--- config.mk ---
export PLATFORM = sky130hd
export DESIGN_NAME = ip_sel_ctrl_flat
export DESIGN_NICKNAME = d
export VERILOG_FILES = /design/src/rtl/ip_sel_ctrl_if.sv /design/src/rtl/ip_sel_ctrl.sv /design/src/flat_wrapper.sv
export SDC_FILE = /design/constraint.sdc
export NUM_CORES = 1
export LEC_CHECK = 0
export BUFFER_PORTS_ARGS = -buffer_cell sky130_fd_sc_hd__buf_2
export CAP_MARGIN = 15
export CORE_MARGIN = 4
export CORE_UTILIZATION = 45
export DETAILED_ROUTE_END_ITERATION = 8
export PLACE_DENSITY = 0.71
export SYNTH_ARGS = -nofsm -noshare
export SYNTH_HDL_FRONTEND = slang
export SYNTH_SLANG_ARGS = --single-unit
--- constraint.sdc ---
create_clock -name sys_clk_i -period 3.1 [get_ports sys_clk_i]
set_input_delay 0.31 -clock sys_clk_i [delete_from_list [all_inputs] [get_ports sys_clk_i]]
set_output_delay 0.31 -clock sys_clk_i [all_outputs]
set_load 0.02 [all_outputs]
--- src/rtl/ip_sel_ctrl_if.sv ---
// Pad-ring side bundle of the IP selection controller: raw select levels in,
// committed select, per-IP resets, pad output-enable gating and status out.
interface ip_sel_ctrl_if;
   logic [2:0] ip_sel_i;
   logic [2:0] ip_sel_o;
   logic [7:0] ip_rst_n_o;
   logic       pad_oe_en_o;
   logic       sw_busy_o;
   logic [7:0] sw_count_o;

   modport slave (
      input  ip_sel_i,
      output ip_sel_o,
      output ip_rst_n_o,
      output pad_oe_en_o,
      output sw_busy_o,
      output sw_count_o
   );

   modport master (
      output ip_sel_i,
      input  ip_sel_o,
      input  ip_rst_n_o,
      input  pad_oe_en_o,
      input  sw_busy_o,
      input  sw_count_o
   );
endinterface

--- src/rtl/ip_sel_ctrl.sv ---
// IP selection controller: synchronizes and debounces the ip_sel pads, then
// walks a guarded DRAIN/HOLD/WAKE sequence so the pad mux only moves while every IP is in reset.
module ip_sel_ctrl #(
   parameter int unsigned DEB_CYCLES   = 16,
   parameter int unsigned GUARD_CYCLES = 8,
   parameter int unsigned RST_HOLD     = 4
) (
   input  logic          sys_clk_i,
   input  logic          rst_n,
   ip_sel_ctrl_if.slave  bus
);

   localparam logic [7:0] DEB_MAX  = 8'(DEB_CYCLES - 1);
   localparam logic [7:0] GUARD_LD = 8'(GUARD_CYCLES - 1);
   localparam logic [7:0] HOLD_LD  = 8'(RST_HOLD - 1);

   typedef enum logic [2:0] {
      BOOT  = 3'd0,
      RUN   = 3'd1,
      DRAIN = 3'd2,
      HOLD  = 3'd3,
      WAKE  = 3'd4
   } state_e;

   function automatic logic [7:0] one_hot(input logic [2:0] idx);
      return 8'h01 << idx;
   endfunction

   logic [2:0] sync1_q, sync2_q, cand_q, deb_sel_q;
   logic [7:0] deb_cnt_q;
   logic       deb_valid_q;

   state_e     state_q, state_d;
   logic [7:0] dur_q, dur_d;
   logic [2:0] tgt_q, tgt_d;
   logic [2:0] sel_q, sel_d;
   logic       boot_pass_q, boot_pass_d;
   logic [7:0] cnt_q, cnt_d;
   logic [7:0] rst_n_q, rst_n_d;
   logic       oe_q, oe_d;
   logic       busy_q, busy_d;

   // Synchronizer and debouncer; deb_sel only moves after DEB_CYCLES stable samples.
   always_ff @(posedge sys_clk_i or negedge rst_n) begin
      if (!rst_n) begin
         sync1_q     <= 3'd0;
         sync2_q     <= 3'd0;
         cand_q      <= 3'd0;
         deb_cnt_q   <= 8'd0;
         deb_sel_q   <= 3'd0;
         deb_valid_q <= 1'b0;
      end else begin
         sync1_q <= bus.ip_sel_i;
         sync2_q <= sync1_q;
         if (sync2_q != cand_q) begin
            cand_q    <= sync2_q;
            deb_cnt_q <= 8'd0;
         end else if (deb_cnt_q != DEB_MAX) begin
            deb_cnt_q <= deb_cnt_q + 8'd1;
         end
         if (deb_cnt_q == DEB_MAX) begin
            deb_sel_q   <= cand_q;
            deb_valid_q <= 1'b1;
         end
      end
   end

   // Next-state logic; outputs are decoded from the next state so they register in step with it.
   always_comb begin
      state_d     = state_q;
      dur_d       = dur_q;
      tgt_d       = tgt_q;
      sel_d       = sel_q;
      boot_pass_d = boot_pass_q;
      cnt_d       = cnt_q;
      case (state_q)
         BOOT: begin
            if (deb_valid_q) begin
               tgt_d       = deb_sel_q;
               sel_d       = deb_sel_q;
               boot_pass_d = 1'b1;
               dur_d       = HOLD_LD;
               state_d     = HOLD;
            end else begin
               state_d = BOOT;
            end
         end
         RUN: begin
            if (deb_valid_q && (deb_sel_q != sel_q)) begin
               tgt_d       = deb_sel_q;
               boot_pass_d = 1'b0;
               dur_d       = GUARD_LD;
               state_d     = DRAIN;
            end else begin
               state_d = RUN;
            end
         end
         DRAIN: begin
            if (dur_q == 8'd0) begin
               sel_d   = tgt_q;
               dur_d   = HOLD_LD;
               state_d = HOLD;
            end else begin
               dur_d = dur_q - 8'd1;
            end
         end
         HOLD: begin
            if (dur_q == 8'd0) begin
               dur_d   = GUARD_LD;
               state_d = WAKE;
            end else begin
               dur_d = dur_q - 8'd1;
            end
         end
         WAKE: begin
            if (dur_q == 8'd0) begin
               dur_d   = 8'd0;
               state_d = RUN;
               if (!boot_pass_q && (cnt_q != 8'hFF)) begin
                  cnt_d = cnt_q + 8'd1;
               end else begin
                  cnt_d = cnt_q;
               end
            end else begin
               dur_d = dur_q - 8'd1;
            end
         end
         default: begin
            dur_d   = 8'd0;
            state_d = BOOT;
         end
      endcase

      oe_d   = (state_d == RUN);
      busy_d = (state_d != RUN);
      case (state_d)
         BOOT, HOLD: rst_n_d = 8'h00;
         default:    rst_n_d = one_hot(sel_d);
      endcase
   end

   // State, shared duration counter and registered outputs.
   always_ff @(posedge sys_clk_i or negedge rst_n) begin
      if (!rst_n) begin
         state_q     <= BOOT;
         dur_q       <= 8'd0;
         tgt_q       <= 3'd0;
         sel_q       <= 3'd0;
         boot_pass_q <= 1'b0;
         cnt_q       <= 8'd0;
         rst_n_q     <= 8'h00;
         oe_q        <= 1'b0;
         busy_q      <= 1'b1;
      end else begin
         state_q     <= state_d;
         dur_q       <= dur_d;
         tgt_q       <= tgt_d;
         sel_q       <= sel_d;
         boot_pass_q <= boot_pass_d;
         cnt_q       <= cnt_d;
         rst_n_q     <= rst_n_d;
         oe_q        <= oe_d;
         busy_q      <= busy_d;
      end
   end

   assign bus.ip_sel_o    = sel_q;
   assign bus.ip_rst_n_o  = rst_n_q;
   assign bus.pad_oe_en_o = oe_q;
   assign bus.sw_busy_o   = busy_q;
   assign bus.sw_count_o  = cnt_q;

endmodule

--- src/flat_wrapper.sv ---
// flat-port wrapper written by rule: the top's interface ports become plain ports
module ip_sel_ctrl_flat 
#(
   parameter int unsigned DEB_CYCLES   = 16,
   parameter int unsigned GUARD_CYCLES = 8,
   parameter int unsigned RST_HOLD     = 4
)
  (sys_clk_i, rst_n, bus_ip_sel_i, bus_ip_sel_o, bus_ip_rst_n_o, bus_pad_oe_en_o, bus_sw_busy_o, bus_sw_count_o);
  ip_sel_ctrl_if bus_i ();
  input  logic sys_clk_i;
  input  logic rst_n;
  input wire logic [$bits(bus_i.ip_sel_i)-1:0] bus_ip_sel_i;
  output wire logic [$bits(bus_i.ip_sel_o)-1:0] bus_ip_sel_o;
  output wire logic [$bits(bus_i.ip_rst_n_o)-1:0] bus_ip_rst_n_o;
  output wire logic [$bits(bus_i.pad_oe_en_o)-1:0] bus_pad_oe_en_o;
  output wire logic [$bits(bus_i.sw_busy_o)-1:0] bus_sw_busy_o;
  output wire logic [$bits(bus_i.sw_count_o)-1:0] bus_sw_count_o;
  assign bus_i.ip_sel_i = bus_ip_sel_i;
  assign bus_ip_sel_o = bus_i.ip_sel_o;
  assign bus_ip_rst_n_o = bus_i.ip_rst_n_o;
  assign bus_pad_oe_en_o = bus_i.pad_oe_en_o;
  assign bus_sw_busy_o = bus_i.sw_busy_o;
  assign bus_sw_count_o = bus_i.sw_count_o;
  ip_sel_ctrl #(.DEB_CYCLES(DEB_CYCLES), .GUARD_CYCLES(GUARD_CYCLES), .RST_HOLD(RST_HOLD)) u_core (.sys_clk_i(sys_clk_i), .rst_n(rst_n), .bus(bus_i));
endmodule
Yosys cells after proc, flatten, opt, wreduce, memory -nomap -nowiden
Cells that the tools add are included.
{ "totals": {"register_bits": 57, "inputBits": 5, "elab_cells": 69} }
{ "classes": {"n_addsub": 3, "n_eq_ne": 14, "n_shift": 1, "n_mux": 24, "reduce_logical": 12} }
{ "op_table": {"columns": ["cell", "count"], "rows": [
  ["8-bit 2-to-1 mux", 8],
  ["8-bit case mux with 5 select lines", 1],
  ["3-bit 2-to-1 mux", 7],
  ["8-bit by 1-bit adder with 8-bit output (second input constant)", 2],
  ["3-bit case mux with 5 select lines", 1],
  ["3-bit case mux with 2 select lines", 2],
  ["3-bit by 2-bit equality test with 1-bit output (second input constant)", 3],
  ["8-bit by 4-bit equality test with 1-bit output (second input constant)", 1],
  ["8-bit logical NOT", 1],
  ["8-bit by 4-bit inequality test with 1-bit output (second input constant)", 1],
  ["8-bit inequality test (second input constant)", 1],
  ["1-bit by 3-bit left shift with 8-bit output (first input constant)", 1],
  ["8-bit by 1-bit subtractor with 8-bit output (second input constant)", 1],
  ["3-bit by 1-bit equality test with 1-bit output (second input constant)", 2],
  ["3-bit logical NOT", 2],
  ["3-bit inequality test", 2],
  ["3-bit AND reduction", 2],
  ["2-bit 2-to-1 mux", 2],
  ["2-bit by 1-bit inequality test with 1-bit output (second input constant)", 2],
  ["2-bit nonzero test", 2],
  ["3-bit equality test (second input constant)", 1],
  ["3-bit by 1-bit inequality test with 1-bit output (second input constant)", 1],
  ["1-bit logical AND", 2],
  ["1-bit 2-to-1 mux", 2],
  ["4 further kinds", 4]
]} }

Longest topological paths before layout
Gate-level depths: netlist (run 1).
{ "depth": {"ltp_word": 7, "ltp_mapped": 8, "mapped_depth_nobuf": 7} }

Worst setup path before layout (run 1)
Ideal clock, no wire load.
{ "synth_timing": {"path_type": "reg-to-reg", "startpoint": "reg u_core.cnt_q[0], in the netlist u_core.bus.sw_count_o[0]", "endpoint": "reg u_core.cnt_q[1], in the netlist u_core.bus.sw_count_o[1]", "setup_ns": 0.125, "arrival_time_ns": 1.751, "t_required_ns": 2.975, "setup_slack_ns": 1.224, "stages_incl_launch_ff": 6, "path_buffers": 0, "cell_sequence": "dfrtp_1 -> ha_1 -> and2_1 -> a311o_4 -> nor2_2 -> mux2_2"} }
{ "synth_between": {"elab_chain_cells": 3} }
{ "synth_rtl": {"columns": ["item", "line", "rtl"], "rows": [
  ["start, declared", "ip_sel_ctrl.sv:38", "logic [7:0] cnt_q, cnt_d;"],
  ["start signal, assigned", "ip_sel_ctrl.sv:160", "cnt_q <= cnt_d;"],
  ["branches (longest 3 deep; another with 8-bit by 1-bit adder with 8-bit output)", null, null]
]} }
Several ways; the timed one is not identified.
A chain may end at the register's enable or synchronous reset.

Final worst setup path (run 1)
{ "layout_timing": {"startpoint": "reg u_core.state_q[2]", "endpoint": "reg u_core.rst_n_q[2], in the netlist u_core.bus.ip_rst_n_o[2]"} }
{ "layout_lines": {"columns": ["item", "line", "rtl"], "rows": [
  ["start, declared", "ip_sel_ctrl.sv:33", "state_e state_q, state_d;"],
  ["start signal, assigned", "ip_sel_ctrl.sv:155", "state_q <= state_d;"],
  ["3-bit by 2-bit equality test with 1-bit output or 3-bit logical NOT (tied branches)", "ip_sel_ctrl.sv:76", "case (state_q)"],
  ["3-bit case mux with 2 select lines *", "ip_sel_ctrl.sv:76", null],
  ["named net u_core.sel_d[0]", "ip_sel_ctrl.sv:36", "logic [2:0] sel_q, sel_d;"],
  ["1-bit by 3-bit left shift with 8-bit output *", "ip_sel_ctrl.sv:26", "return 8'h01 << idx;"],
  ["8-bit 2-to-1 mux *", "ip_sel_ctrl.sv:136", "case (state_d)"],
  ["named net u_core.rst_n_d[2]", "ip_sel_ctrl.sv:39", "logic [7:0] rst_n_q, rst_n_d;"],
  ["end signal, assigned", "ip_sel_ctrl.sv:161", "rst_n_q <= rst_n_d;"],
  ["end, declared", "ip_sel_ctrl.sv:39", null]
]} }
The timed path passes the listed nets; every way through them passes the cells marked *.

==> results of run 1 <==
-- registers in the layout (all words and copies together), names as in the netlist --
name,flops
u_core.bus.sw_count_o,8
u_core.bus.pad_oe_en_o,1
u_core.dur_q,8
u_core.bus.ip_sel_o,3
u_core.state_q,3
u_core.cand_q,3
u_core.deb_sel_q,3
u_core.bus.ip_rst_n_o,8
u_core.sync2_q,3
u_core.bus.sw_busy_o,1
u_core.deb_cnt_q,8
u_core.boot_pass_q,1
u_core.sync1_q,3
u_core.tgt_q,3
u_core.deb_valid_q,1
-- cell type report --
type,count,area [um^2]
well taps,72,90.1
inverters,11,41.3
clock inverters,7,125
flip-flops and latches,57,1430
clock buffers,9,124
multi-input cells,160,1160
fillers,492,2510
repair buffers,29,155
-- report_power, final --
group / switching [mW] / internal [mW] / leakage [nW]
sequential: 0.00408 / 0.751 / 0.772
clock: 0.309 / 0.541 / 0.124
combinational: 0.0187 / 0.00755 / 0.681
total: 0.332 / 1.30 / 1.58
-- Yosys cell counts (all sizes together) (3+ instances only) --
cell / count / area [um^2]
nand2b: 3 / 18.8
ha: 4 / 50.1
nor3: 10 / 55.1
a21o: 5 / 37.5
inv: 11 / 41.3
xnor2: 8 / 70.1
mux2: 8 / 90.1
dfrtp: 56 / 1400
nor3b: 4 / 35.0
o21ai: 4 / 20.0
nand4: 4 / 25.0
buf: 3 / 17.5
o311a: 3 / 31.3
nor2: 15 / 58.8
clkbuf: 7 / 26.3
nand3: 10 / 50.1
and3: 4 / 25.0
nand2: 12 / 45.0
nor4: 12 / 103
a211o: 3 / 26.3
a21oi: 8 / 40.0
xor2: 12 / 105
-- worst register-to-register path, stage by stage, from the launching register on --
cell and delay (ns):
dfrtp_1 0.59, nor4b_2 0.67, o311a_1 0.38, inv_2 0.10
nor4_1 0.31
-- cells by family (layout without fill, tap and decap cells) --
| family | Yosys count | after routing |
|---|---|---|
| compound gates | 42 | 42 |
| xor+xnor | 20 | 20 |
| fa+ha+maj | 4 | 4 |
| buf+inv | 21 | 56 |
| flops | 57 | 57 |
| mux | 10 | 10 |
| simple gates | 84 | 84 |
-- per-layer routing --
layer  wire [um]  global-route usage
met2        2090               0.210
met5           0                   0
met4         150              0.0950
met3         296              0.0466
met1        2390               0.197
-- how the worst min path moves through the flow --
stage                           start                  to  slack (ns)  cells past startpoint
finish                bus_ip_sel_i[1]   u_core.sync1_q[1]        0.07                      1
global placement    u_core.sync1_q[2]   u_core.sync2_q[2]        0.34                      0
detailed placement  u_core.sync1_q[0]   u_core.sync2_q[0]        0.34                      0
CTS                   bus_ip_sel_i[1]   u_core.sync1_q[1]        0.05                      1
floorplan                       rst_n  u_core.boot_pass_q        0.01                      0
global route          bus_ip_sel_i[1]   u_core.sync1_q[1]        0.05                      1
==> key figures, run 1 <==
Clock network
  • # clock sinks: 57
  • Post-CTS Hold Buffers: 0
  • TritonCTS Buffers: 9
  • Root Buffer: clkbuf_8
  • Max Root-Sink Buffers: 2
  • Clock latency on the worst-skew pair: 0.34 ns
  • CTS tree: built
  • Clock transition at the registers of the reported paths: 0.07 ns
  • Setup bufs post-CTS: 0
  • H-tree depth: 3
  • Post-CTS Resized: 0

Global routing
  • First-pass GRT wire length: 8440 um
  • Largest net degree at the start of global routing: 41
  • Grt total ovfl: 0
  • Initial antenna violation count: 0
  • Vias in the first global route: 1808
  • Total track usage: 0.149

Critical path
  • Worst-path cell chain: nor4b_2 > o311a_1 > inv_2 > nor4_1
  • Critical-path maximum fanout: 18
  • Kind of critical path: flop to flop
  • Reg-to-Reg Start: u_core.state_q[2]
  • CP max stage cell: nor4b_2
  • Worst R2R Setup Slack: 0.94 ns
  • Worst R2R Path Depth: 4
  • FF-to-FF End: u_core.bus.ip_rst_n_o[2]
  • Slowest stage delay, CP: 0.67 ns
  • Critical Path Stages: 4
  • Worst Setup EP: u_core.bus.ip_rst_n_o[2]
  • Startpoint types: flop
  • Crit end category: flop
  • Worst Path Arrival: 2.38 ns
  • Req. time, crit path: 3.32 ns
  • Crit. Startpoint: u_core.state_q[2]
  • Critical path's top delay family: simple AND/OR/NAND/NOR gates
  • Buffers plus inverters on the worst setup path: 1

Route
  • Avg Vias per Cell: 5.43
  • Final wirelength: 4930 um
  • Vias: 1875
  • Initial DRT Pass Iterations: 4
  • Initial drt markers: 122
  • Detail Route Antenna Nets: 0
  • Drt wl/cell: 14.3 um
  • DRC Markers: 0

Yosys
  • Synth unique cells: 58
  • Yosys Warn Count: 0
  • Seq/Total Area, Yosys: 0.533
  • Yosys reg bits: 57
  • Synth Instances: 238
  • Syn avg cell area: 11.3 um^2
  • Largest family of logic cells by synthesized area: simple AND/OR/NAND/NOR gates
  • Adder-cell area share of the yosys netlist: 0.0187
  • Synthesized net count: 247
  • Multiplexer share of the synthesized area: 0.0411
  • Mapped Area: 0.00268 mm^2
  • Synth Area in Simple Gates: 0.188
  • Post-synth ARST share: 1.00
  • Post-Synth XOR/XNOR Area: 0.0654
  • Post-synth EDFFs: 0
  • Top FF cell, synth: dfrtp_1
  • Synth Area in Compound Gates: 0.121

STA
  • Fin crit share: 0.696
  • Pin slew with the least headroom to its limit: 0.853 ns
  • RSZ-0062 raised after global routing: false
  • Min Tclk post-route: 2.16 ns
  • Slew headroom: 0.431
  • Final setup viols: 0
  • Post-Route Setup TNS: 0 ns
  • Slew Viols, Final: 0
  • Final hold vios: 0
  • Setup WS post-layout: 0.942 ns
  • Worst hold margin: 0.0738 ns
  • Max Freq: 0.463 GHz
  • Clock Skews: 0.00805 ns

Layout
  • Area Overhead vs Synth: 16.8%
  • Layout cell share with drive strength beyond 1: 0.256
  • Commonest non-fill, non-tap cell in the layout: dfrtp_1
  • Layout Utilization: 0.554
  • Most frequent cells in the layout: dfrtp_1 (56), buf_2 (25), nor2_1 (14)
  • Total Nets Final: 277
  • Finished Cell Area: 0.00313 mm^2
  • Ant. Diodes: 0
  • Post-Layout Cell Count: 345

Power
  • Max rail drop VDD: 0.000452 V
  • Pleak: 1.58 nW
  • Total power draw: 1.63 mW
  • Power Dens Cells: 522 mW/mm^2

Die
  • Die width: 85.1 um
  • Die Footprint: 0.00725 mm^2
  • Row count: 27
  • Initial Util: 0.475
  • Core ar.: 0.00564 mm^2
  • # IOs: 26
  • Die Y: 85.1 um

Place
  • Placed Cells: 329
  • HPWL Detailed: 3400 um
  • Port bufs: 25
  • Placed cell area: 0.00288 mm^2
  • Dpl ws: 0.977 ns
  • GPL Wtd Cong: 0.831

Worst hold path
  • Tightest Hold Check Type: primary input to flop

Run status
  • Status: finished, final reports clean

Flow run
  • Max Cap Viol: 0
No activity file was read; power rests on OpenSTA's default activity.
==> run 2: changes to the inputs <==
--- a/config.mk
+++ b/config.mk
@@ -10,7 +10,7 @@
 export CORE_MARGIN = 4
 export CORE_UTILIZATION = 45
 export DETAILED_ROUTE_END_ITERATION = 8
-export PLACE_DENSITY = 0.71
+export PLACE_DENSITY = 0.74
 export SYNTH_ARGS = -nofsm -noshare
 export SYNTH_HDL_FRONTEND = slang
 export SYNTH_SLANG_ARGS = --single-unit
==> constraint.sdc (replaced) <==
create_clock -name sys_clk_i -period 1.78 [get_ports sys_clk_i]
set_input_delay 0.178 -clock sys_clk_i [delete_from_list [all_inputs] [get_ports sys_clk_i]]
set_output_delay 0.178 -clock sys_clk_i [all_outputs]
set_load 0.02 [all_outputs]
==> run 2 against run 1 <==
The flow now finishes with violations (setup timing); clock skew shrank 0.0033 ns; count of clock-buffer cells in the layout is the same; sequential power grew 75%; final cell count grew 15%; register-to-register slack lost 1.1 ns; combinational power grew 120%; worst hold slack gained 0.25 ns; global-route usage grew 3.6 points; sequential share of layout area shrank 8.4 points; critical path depth grew 4; highest routed layer unchanged.
==> key figures, run 2 (synthesized netlist as in run 1, its figures left out) <==
STA
  • Worst hold margin: 0.321 ns (+0.248 ns)
  • Slew Viols, Final: 0 (unchanged)
  • Setup WS post-layout: -0.206 ns (-1.15 ns)
  • Final setup viols: 10 (+10)
  • RSZ-0062 raised after global routing: true
  • Max Freq: 0.504 GHz (+8.7%)
  • Clock Skews: 0.00470 ns (-0.00335 ns)
  • Fin crit share: 1.12 (+0.419)
  • Final hold vios: 0 (unchanged)
  • Min Tclk post-route: 1.99 ns (-0.173 ns)
  • Pin slew with the least headroom to its limit: 0.491 ns (-0.362 ns)
  • Slew headroom: 0.673 (+0.242)

Die
  • Initial Util: 0.475 (unchanged)
  • Core ar.: 0.00564 mm^2 (unchanged)
  • Die Footprint: 0.00725 mm^2 (unchanged)
  • Row count: 27 (unchanged)
  • Die Y: 85.1 um (unchanged)
  • Die width: 85.1 um (unchanged)
  • # IOs: 26 (unchanged)

Route
  • Metal2 WL: 3410 um (+63%)
  • Initial DRT Pass Iterations: 4 (unchanged)
  • Metal-1 WL: 2850 um (+20%)
  • Metal3 WL: 373 um (+26%)
  • Vias: 2276 (+21%)
  • Initial drt markers: 148 (+21%)
  • DRC Markers: 0 (unchanged)
  • Avg Vias per Cell: 5.73 (+5.5%)
  • Detail Route Antenna Nets: 0 (unchanged)
  • Final wirelength: 6810 um (+38%)
  • Drt wl/cell: 17.2 um (+20%)
  • DR top layer: met4

Layout
  • Finished Cell Area: 0.00384 mm^2 (+23%)
  • Area Overhead vs Synth: 43.5%
  • Ant. Diodes: 0 (unchanged)
  • Fillers: 400 (-19%)
  • Most frequent cells in the layout: dfrtp_1 (54), buf_4 (46), buf_2 (25)
  • Commonest non-fill, non-tap cell in the layout: dfrtp_1
  • Layout cell share with drive strength beyond 1: 0.468 (+0.211)
  • Total Nets Final: 329 (+19%)

Critical path
  • Critical-path maximum fanout: 5 (-13)
  • Kind of critical path: flop to flop
  • Worst R2R Setup Slack: -0.21 ns (-1.15 ns)
  • Startpoint types: flop
  • Worst Path Arrival: 2.23 ns (-0.15 ns)
  • Req. time, crit path: 2.03 ns (-1.29 ns)
  • Crit end category: flop
  • Worst R2R Path Depth: 8 (+4)

Global routing
  • First-pass GRT wire length: 10600 um (+26%)
  • Largest net degree at the start of global routing: 39 (-4.9%)
  • Vias in the first global route: 2209 (+22%)
  • Total track usage: 0.184 (+0.0356)
  • Grt total ovfl: 0 (unchanged)
  • Initial antenna violation count: 0 (unchanged)

Clock network
  • Clock latency on the worst-skew pair: 0.34 ns (about the same)
  • CTS tree: built
  • Max Root-Sink Buffers: 2 (unchanged)
  • H-tree depth: 3 (unchanged)
  • # clock sinks: 57 (unchanged)
  • Clock transition at the registers of the reported paths: 0.07 ns (about the same)
  • TritonCTS Buffers: 9 (unchanged)
  • Root Buffer: clkbuf_8

Run status
  • Status: finished, violations left
  • Failing checks: setup timing

Place
  • Placed cell area: 0.00315 mm^2 (+9.5%)
  • HPWL Detailed: 3980 um (+17%)
  • Port bufs: 25 (unchanged)
  • GPL Wtd Cong: 0.810 (-2.5%)

Power
  • Power Dens Cells: 716 mW/mm^2 (+37%)
  • Pleak: 1.87 nW (+18%)
  • Max rail drop VDD: 0.000648 V (+43%)

Worst hold path
  • Tightest Hold Check Type: primary input to async pin

Flow run
  • Max Cap Viol: 0 (unchanged)
## run 2: cell types whose count changed in the layout (fill, tap and decap cells not counted), moves of 3 or more
cell	delta
buf_4	+42
buf_6	+4
dlygate4sd3_1	+4
ha_1	-3
inv_1	-3
nor3_1	-4
nor3_2	+4
nor4_1	-8
nor4_4	+7
o311a_4	+3
xnor2_1	-3
xnor2_2	+3
## run 2: power breakdown
group / total (mW) / internal [mW] / switching, mW
clock network: 1.38 / 0.801 / 0.579
logic: 0.0566 / 0.0218 / 0.0348
registers: 1.32 / 1.31 / 0.00786
total: 2.75 / 2.13 / 0.622
## run 2: path summary, 6_finish.rpt
path | to | startpoint
min reg2reg | u_core.sync2_q[0] | u_core.sync1_q[0]
max in group asynchronous | u_core.boot_pass_q | rst_n
min | u_core.dur_q[1] | rst_n
min in group sys_clk_i | u_core.sync2_q[0] | u_core.sync1_q[0]
max | u_core.bus.ip_rst_n_o[5] | u_core.dur_q[0]
max reg2reg | u_core.bus.ip_rst_n_o[5] | u_core.dur_q[0]
## run 2: worst max-delay path, cell delays in order, from the launching register on
cell and delay [ns]:
dfrtp_1 0.39, inv_2 0.07, ha_4 0.16, nor3b_4 0.15
buf_6 0.14, and3_4 0.16, o311a_4 0.41, buf_4 0.16
nor4_4 0.26
## run 2: final cells by class
| cell class | instances | area, um^2 | area share |
|---|---|---|---|
| timing repair buffer | 81 | 596 | 0.155 |
| inverter | 11 | 53.8 | 0.0140 |
| multi-input combinational | 160 | 1450 | 0.376 |
| sequential | 57 | 1430 | 0.372 |
| clock buffer | 9 | 124 | 0.0322 |
| tap | 72 | 90.1 | 0.0234 |
| clock inverter | 7 | 103 | 0.0267 |
## run 2: stage by stage
| stage | util | setup TNS [ns] | total power [mW] | setup WS, ns | instances |
|---|---|---|---|---|---|
| after floorplan | - | -0.0762 | 1.35 | -0.0273 | 238 |
| after global placement | 0.559 | -0.205 | 1.39 | -0.0517 | 361 |
| after detailed placement | 0.559 | -1.17 | 1.39 | -0.186 | 361 |
| after CTS | 0.631 | -0.245 | 2.77 | -0.0498 | 384 |
| after global routing | 0.681 | -2.38 | 2.87 | -0.257 | 397 |
| final | 0.681 | -1.16 | 2.75 | -0.206 | 397 |
## run 2: repair_timing
item / 4_1_cts / 5_1_grt
buffers inserted: 3 / 14
hold buffers: 4 / 0
pin swaps: 5 / 12
resized for setup: 19 / 35
endpoints found under the setup margin: 14 / 23
hold endpoints to repair: 21 / 0
## run 2: layer usage
layer	GRT usage	vias to the layer above
met5	0	-
li1	-	1036
met1	0.236	1158
met4	0.0719	0
met3	0.0689	20
met2	0.283	62
